### src/rtl/clk_meter_pkg.sv
// Shared types and default widths for the clock edge meter.
package clk_meter_pkg;

  typedef enum logic [1:0] {
    IDLE    = 2'd0,
    MEASURE = 2'd1,
    HOLD    = 2'd2
  } state_t;

  localparam int WIN_W_DEF       = 8;
  localparam int CNT_W_DEF       = 5;
  localparam int SYNC_STAGES_DEF = 2;

endpackage

### src/rtl/sync_rise_det.sv
// Synchronizes an asynchronous clock-like input and emits a one-cycle pulse per rising edge.
module sync_rise_det #(
  parameter int SYNC_STAGES = 2
) (
  input  logic i_clk,
  input  logic i_rst,
  input  logic i_sig,
  output logic o_rise
);

  logic [SYNC_STAGES-1:0] r_sync;
  logic                   r_hist;

  always_ff @(posedge i_clk) begin
    if (i_rst) begin
      r_sync <= '0;
      r_hist <= 1'b0;
    end else begin
      r_sync <= {r_sync[SYNC_STAGES-2:0], i_sig};
      r_hist <= r_sync[SYNC_STAGES-1];
    end
  end

  assign o_rise = r_sync[SYNC_STAGES-1] & ~r_hist;

endmodule

### src/rtl/clk_edge_meter.sv
// Counts rising edges of sig_in over a programmable window of clk cycles.
// Optional saturation flag output enabled by CLK_EDGE_METER_OVF_EN.
module clk_edge_meter
  import clk_meter_pkg::*;
#(
  parameter int WIN_W       = WIN_W_DEF,
  parameter int CNT_W       = CNT_W_DEF,
  parameter int SYNC_STAGES = SYNC_STAGES_DEF
) (
  input  logic             clk,
  input  logic             rst,
  input  logic             sig_in,
  input  logic             start,
  input  logic [WIN_W-1:0] win_len,
  output logic             busy,
  output logic [CNT_W-1:0] result,
  output logic             result_valid,
  input  logic             result_ready
`ifdef CLK_EDGE_METER_OVF_EN
  ,
  output logic             overflow
`endif
);

  localparam logic [CNT_W-1:0] CNT_MAX = '1;
  localparam logic [CNT_W-1:0] CNT_ONE = {{(CNT_W-1){1'b0}}, 1'b1};
  localparam logic [WIN_W-1:0] WIN_ONE = {{(WIN_W-1){1'b0}}, 1'b1};

  function automatic logic [CNT_W-1:0] sat_inc(input logic [CNT_W-1:0] c, input logic inc);
    if (inc && (c != CNT_MAX)) return c + CNT_ONE;
    return c;
  endfunction

  state_t           r_state;
  state_t           w_state_nxt;
  logic [WIN_W-1:0] r_win_cnt;
  logic [CNT_W-1:0] r_edge_cnt;
  logic [CNT_W-1:0] r_result;
  logic             r_result_valid;
  logic             w_rise;
  logic             w_start_ok;
  logic             w_last;
  logic [CNT_W-1:0] w_cnt_nxt;

  sync_rise_det #(.SYNC_STAGES(SYNC_STAGES)) u_sync (
    .i_clk  (clk),
    .i_rst  (rst),
    .i_sig  (sig_in),
    .o_rise (w_rise)
  );

  assign w_start_ok = start && (win_len != '0);
  assign w_last     = (r_state == MEASURE) && (r_win_cnt == WIN_ONE);
  assign w_cnt_nxt  = sat_inc(r_edge_cnt, w_rise);

  always_ff @(posedge clk) begin
    if (rst) r_state <= IDLE;
    else     r_state <= w_state_nxt;
  end

  always_comb begin
    w_state_nxt = r_state;
    case (r_state)
      IDLE:    if (w_start_ok) w_state_nxt = MEASURE;
      MEASURE: if (w_last) w_state_nxt = HOLD;
      HOLD:    if (r_result_valid && result_ready) w_state_nxt = IDLE;
      default: w_state_nxt = IDLE;
    endcase
  end

  // The final window cycle's rise is folded into the latched result.
  always_ff @(posedge clk) begin
    if (rst) begin
      r_win_cnt      <= '0;
      r_edge_cnt     <= '0;
      r_result       <= '0;
      r_result_valid <= 1'b0;
    end else begin
      case (r_state)
        IDLE: begin
          if (w_start_ok) begin
            r_win_cnt  <= win_len;
            r_edge_cnt <= '0;
          end
        end
        MEASURE: begin
          r_win_cnt  <= r_win_cnt - WIN_ONE;
          r_edge_cnt <= w_cnt_nxt;
          if (w_last) begin
            r_result       <= w_cnt_nxt;
            r_result_valid <= 1'b1;
          end
        end
        HOLD: begin
          if (result_ready) r_result_valid <= 1'b0;
        end
        default: ;
      endcase
    end
  end

`ifdef CLK_EDGE_METER_OVF_EN
  logic r_ovf_acc;
  logic r_overflow;
  logic w_drop;

  assign w_drop = w_rise && (r_edge_cnt == CNT_MAX);

  // Accumulates any increment lost to saturation across the whole window.
  always_ff @(posedge clk) begin
    if (rst) begin
      r_ovf_acc  <= 1'b0;
      r_overflow <= 1'b0;
    end else begin
      case (r_state)
        IDLE:    if (w_start_ok) r_ovf_acc <= 1'b0;
        MEASURE: begin
          r_ovf_acc <= r_ovf_acc | w_drop;
          if (w_last) r_overflow <= r_ovf_acc | w_drop;
        end
        HOLD:    if (r_result_valid && result_ready) r_overflow <= 1'b0;
        default: ;
      endcase
    end
  end

  assign overflow = r_overflow;
`endif

  assign busy         = (r_state != IDLE);
  assign result       = r_result;
  assign result_valid = r_result_valid;

endmodule
### config.mk
export PLATFORM = sky130hd
export DESIGN_NAME = clk_edge_meter
export DESIGN_NICKNAME = d
export VERILOG_FILES = /design/src/rtl/clk_meter_pkg.sv /design/src/rtl/sync_rise_det.sv /design/src/rtl/clk_edge_meter.sv
export SDC_FILE = /design/constraint.sdc
export NUM_CORES = 1
export LEC_CHECK = 0
export ABC_AREA = 1
export BUFFER_PORTS_ARGS = -buffer_cell sky130_fd_sc_hd__buf_2
export CAP_MARGIN = 20
export CORE_MARGIN = 10
export CORE_UTILIZATION = 30
export CTS_CLUSTER_SIZE = 24
export DETAILED_ROUTE_END_ITERATION = 12
export PLACE_DENSITY = 0.56
export SYNTH_ARGS = -nofsm -noshare
export SYNTH_HDL_FRONTEND = slang
export SYNTH_SLANG_ARGS = --single-unit
### constraint.sdc
create_clock -name clk -period 4.2 [get_ports clk]
set_input_delay 0.21 -clock clk [delete_from_list [all_inputs] [get_ports clk]]
set_output_delay 0.21 -clock clk [all_outputs]
set_load 0.01 [all_outputs]
# Word level (Yosys, flattened, before mapping)
# Cells that the tools add are included.
# word_totals
regBits	24
out_inout_bits	7
# op_classes
n_addsub	2
eq_ne	8
mux	14
bitwise	2
n_reduce_logical	13
# op_table
op	count
8-bit case mux with 2 select lines	1
5-bit two-way mux	3
5-bit case mux with 2 select lines	1
8-bit by 1-bit == test with 1-bit output (second input constant)	1
8-bit two-way mux	1
2-bit != test (second input constant)	4
8-bit nonzero test	1
8-bit by 1-bit subtractor with 8-bit output (second input constant)	1
2-bit two-way mux	3
2-bit case mux with 3 select lines	1
3-bit AND reduction	2
2-bit nonzero test	3
5-bit by 1-bit adder with 5-bit output (second input constant)	1
5-bit != test (second input constant)	1
1-bit logical AND	4
2-bit AND reduction	2
1-bit two-way mux	3
2-bit by 1-bit == test with 1-bit output (second input constant)	1
2-bit == test (second input constant)	1
2-bit logical NOT	1
1-bit case mux with 2 select lines	1
1-bit AND	1
1-bit NOT	1

# Longest topological paths before layout
# logic_depth
word_depth	6
ltp_mapped	11
mapped_depth_nobuf	11

# Modules after synthesis
# Synthesis repeated with hierarchy kept, for this count alone.
# hier_totals
cells_unflattened	210
hier_area_um2	1365.1
# modules_own_cells
module	n_inst	cells_each	area_per_inst_um2	seq_area_each_um2
clk_edge_meter	1	200	1278.7	420.4
sync_rise_det	1	10	86.3	60.1

# Least setup slack after synthesis
# OpenSTA, ideal clock, no wires.
# synth_path
kind	reg2reg
start	reg r_edge_cnt[0]
end	reg r_result[2] (netlist: result[2])
setup_ns	0.066
t_arrival_ns	1.466
required_ns	4.134
slack_ns	2.668
stages_incl_launch_ff	11
path_buffers	0
cell_sequence	dfxtp_1 ha_1 inv_1 nor2_1 ha_1 nor2_1 nand2_1 nor2_1 xor2_1 nand2_1 a21oi_2
# synth_via
elab_chain_len	4
# synth_rtl
item	line_no	source
start, declared	clk_edge_meter.sv:37	logic [CNT_W-1:0] r_edge_cnt;
start signal, assigned	clk_edge_meter.sv:88	r_edge_cnt <= w_cnt_nxt;
parallel branches: the longest is 3 deep, another holds 5-bit by 1-bit adder with 5-bit output	-	
5-bit two-way mux *	clk_edge_meter.sv:31	return c;
end signal, assigned	clk_edge_meter.sv:90	r_result <= w_cnt_nxt;
end, declared	clk_edge_meter.sv:38	logic [CNT_W-1:0] r_result;
# Mark *: on every way between the ends. The select of a mux whose other input is x is not followed.
# A chain may end at the register's enable or synchronous reset.

# Worst setup path in the final report
# layout_path
start	reg r_edge_cnt[0]
end	reg r_edge_cnt[4]
# layout_via
elab_chain_len	5
# layout_rtl
item	line_no	source
parallel branches: the longest is 3 deep, another holds 5-bit by 1-bit adder with 5-bit output	-	
5-bit two-way mux *	clk_edge_meter.sv:31	
5-bit case mux with 2 select lines *	clk_edge_meter.sv:79	case (r_state)
# Marked as above.

==> out/summary.md <==
Dividing the final minimum period by the clock period gives 41.1%. The clock-pin slew on the worst setup and hold paths was 90 ps. Entering global routing, the biggest net connects 19 pins.

After the flow finishes, the layout carries non-filler instances totaling 267. In this run the horizontal extent of the chip is 87.9 um. For the number of hold violations in the final report, the log shows 0. The logs give 0 for the post-route antenna net violation count and 24 for the number of placement rows. Data on the critical path is required at its endpoint by 4410 ps.

For the via count of the first global-routing pass, the log shows 1137. Die boundary height: 87.9 um. The wire length of the first global-routing pass was 4960 um. A synthesized cell averages 7.01 um2.

The number of synthesized register bits is 24. Along the worst hold path, the cell count comes to 3. The full die area is 7720 um2, and the slack of the worst reg-to-reg path is 2480 ps.

Counting distinct cell types in the post-synthesis netlist gives 29. For the final net count, the log shows 233. The flow ran to the end, and the final reports show no timing, DRC or antenna violations. Synthesis produced a netlist with a net count of 214.

The worst hold path begins at sig_in. The number of placed instances, taps included, is 263. The kind of path behind the tightest hold check is in2reg. In the routed design, unresolved DRC markers number 0. During synthesis, Yosys emitted a total of 0 warnings. The logs give 0 for the number of hold-repair buffers added at the cts stage and 0.109 mV for the worst IR drop on VDD. The upper clock frequency limit is 580 MHz. The number of resized instances in the post-cts repair step came out at 0. In the final layout, flip-flops and latches occupy 480 um2.

The root buffer cell chosen for the clock tree is sky130_fd_sc_hd__clkbuf_8. In the final layout, the multi-input gates occupy 723 um2. The logs give 0 for the initial antenna violation count and 7.80% for the total global-route track usage. The run gives 1930 ps as the arrival time of the worst setup path.

The routed via count divided by cell count was 4.58. The clock arrives with 1.14 ps of skew. Delay contributed by the slowest stage of the critical path: 350 ps.

Class of the most critical setup path: reg2reg. In this run the count of I/O pins placed on the die edge is 20. In this run the critical register-to-register path is launched from r_edge_cnt[0].

TritonCTS built the clock tree. The level count of the clock H-tree is 1. For the final routed database, the setup TNS stands at 0 ps. The clock drives 24 sinks. The logs give 1380 um2 for the netlist area before placement and 2880 um for the post-detailed-routing wire length. The final route contains 1222 vias. The number of buffers inserted by port buffering works out to 19.

The tools report the final max-slew violation count as 0. The tools report the static leakage as 0.736 nW. Setup repair after global routing left no endpoint under its margin. Counting cells, the worst reg-to-reg path comes to 10. The worst-path cell with the longest stage delay was sky130_fd_sc_hd__dfxtp_1.

The most common library cell in the layout ignoring fill and taps is sky130_fd_sc_hd__nand2_1. The path with the worst hold slack has its endpoint at u_sync.r_sync[0]. Summed over all layers, the global routing overflow is 0. The critical path capture point type is a flip-flop. The run gives 270 ps as the worst-skew pair later-pin latency. Total core area: 4410 um2.

The signal on the critical path passes through ha_1 -> inv_1 -> nor2_1 -> ha_1 -> nor2_1 -> nand2_1 -> nand2_1 -> o21ai_0 -> or2_0 -> a21oi_1. Initial DRC count: 60. Counting the fill cells in the layout gives 473. Detailed placement ended at an HPWL of 2150 um. The starting utilization of the core area was 31.3%.

First-pass iteration count of the detailed router: 4. Setup violations remaining at the end of the flow were counted as 0. Along the worst path, the maximum fanout reaches 7. After clock tree synthesis, the setup repair step added 0 buffers. After layout, the minimum clock period comes to 1720 ps. The worst setup path is launched from a flip-flop. The tools report the number of buffers created by CTS as 3. The final weighted congestion in routability-driven placement was 0.773; the fraction of layout cells with a size suffix above 1 was 20.0%. The area growth from synthesis to layout is 11.9%. For this design the ratio of total power to cell area is 355 nW/um2. The share of the Yosys chip area taken by registers is 34.8%. Dividing the detail-routed wire length by the instance count gives 10.8 um. The number of antenna diodes in the final layout is 0. The clock passes through at most 2 buffers. The top cell types in the final layout, fill and taps aside, are sky130_fd_sc_hd__nand2_1, sky130_fd_sc_hd__nor2_1, sky130_fd_sc_hd__inv_1, sky130_fd_sc_hd__dfxtp_1, sky130_fd_sc_hd__buf_2. The critical register-to-register path endpoint was r_edge_cnt[4]. Counting every instance in the synthesized netlist gives 197. The tools report the max-capacitance violation count as 0. The worst pin sits at a relative slew slack of 75.7%.

At the pin with the least slew margin, the transition time is 365 ps.
## routing by layer
layer	part of all wire (%)	up-vias	wire length [um]	GRT usage, %
li1	-	658	-	-
met1	50	548	1450	9.70
met2	44	11	1280	12.8
met3	2.9	5	83	0.743
met4	2.4	0	68	4.35
met5	0	-	0	0
## through the flow
stage	total power [mW]	setup slack, ps	hold WS (ps)	area [um2]	util, %
6_report	0.548	2480	130	1550	35.0
4_1_cts	0.552	2470	134	1550	35.0
5_1_grt	0.584	2310	135	1550	35.0
2_1_floorplan	0.369	2670	317	1380	-
3_3_place_gp	0.393	2540	391	1490	33.8
3_5_place_dp	0.392	2540	393	1490	33.8
## power by group
| part | switching, mW | total [mW] | internal, mW |
|---|---|---|---|
| registers | 0.0117 | 0.254 | 0.242 |
| clock network | 0.0778 | 0.162 | 0.0839 |
| logic | 0.0866 | 0.132 | 0.0459 |
| total | 0.176 | 0.548 | 0.372 |
## flip-flops by register name (all words and copies together), names as in the netlist
name           count
r_win_cnt          8
r_edge_cnt         5
result             5
r_state            2
u_sync.r_sync      2
result_valid       1
u_sync.r_hist      1
## worst max-delay path by stage
stage	start	to	cells past startpoint
3_5_place_dp	r_edge_cnt[0]	r_edge_cnt[4]	10
5_1_grt	r_edge_cnt[0]	r_edge_cnt[1]	10
4_1_cts	r_edge_cnt[0]	r_edge_cnt[4]	10
6_report	r_edge_cnt[0]	r_edge_cnt[4]	10
2_1_floorplan	r_edge_cnt[0]	result[2]	10
3_3_place_gp	r_edge_cnt[0]	r_edge_cnt[4]	9
## critical path: cells and delay by family, from the launching register on
| kind | cells | cell delay (ps) |
|---|---|---|
| AND/OR/NAND/NOR | 5 | 630 |
| flip-flops | 1 | 350 |
| adder cells (fa/ha/maj) | 2 | 380 |
| buffers and inverters | 1 | 60 |
| AO/OA/AOI/OAI | 2 | 250 |
## layout make-up
cell class,instances,area share (%)
repair buffers,19,6.15
clock buffers,4,3.56
multi-input cells,136,46.8
flip-flops and latches,24,31.1
well taps,52,4.21
inverters,32,8.18
## cell usage after synthesis
cell	instances	share of area, %
sky130_fd_sc_hd__or2_0	2	0.91
sky130_fd_sc_hd__nand2_1	36	9.8
sky130_fd_sc_hd__buf_2	1	0.36
sky130_fd_sc_hd__xor2_1	2	1.3
sky130_fd_sc_hd__xnor2_1	1	0.63
sky130_fd_sc_hd__nand3_1	16	5.8
sky130_fd_sc_hd__a31oi_1	1	0.45
sky130_fd_sc_hd__a21oi_2	3	1.9
sky130_fd_sc_hd__inv_1	28	7.6
sky130_fd_sc_hd__clkinv_2	1	0.36
sky130_fd_sc_hd__clkbuf_1	1	0.27
sky130_fd_sc_hd__o21ai_1	5	1.8
sky130_fd_sc_hd__inv_6	1	0.63
sky130_fd_sc_hd__nand2_4	1	0.82
sky130_fd_sc_hd__a21oi_1	8	2.9
sky130_fd_sc_hd__nor2_8	1	1.4
sky130_fd_sc_hd__ha_1	4	3.6
sky130_fd_sc_hd__inv_2	2	0.54
sky130_fd_sc_hd__nor2_4	2	1.6
sky130_fd_sc_hd__nand3_2	4	2.9
sky130_fd_sc_hd__nand2_2	3	1.4
sky130_fd_sc_hd__o21ai_0	8	2.9
sky130_fd_sc_hd__dfxtp_1	24	35
sky130_fd_sc_hd__o21ai_2	1	0.63
sky130_fd_sc_hd__nor2_1	31	8.4
sky130_fd_sc_hd__buf_6	2	1.6
sky130_fd_sc_hd__nor2_2	1	0.45
sky130_fd_sc_hd__buf_12	1	1.4
sky130_fd_sc_hd__nand4_1	6	2.7
## logic make-up after synthesis
| kind of cell | Yosys count | share of synthesized area [%] |
|---|---|---|
| buffers and inverters | 37 | 12.9 |
| AND/OR/NAND/NOR | 103 | 36.2 |
| adder cells (fa/ha/maj) | 4 | 3.62 |
| AO/OA/AOI/OAI | 26 | 10.6 |
| flip-flops | 24 | 34.8 |
| XOR/XNOR | 3 | 1.90 |
(Power assumes the default switching activity.)
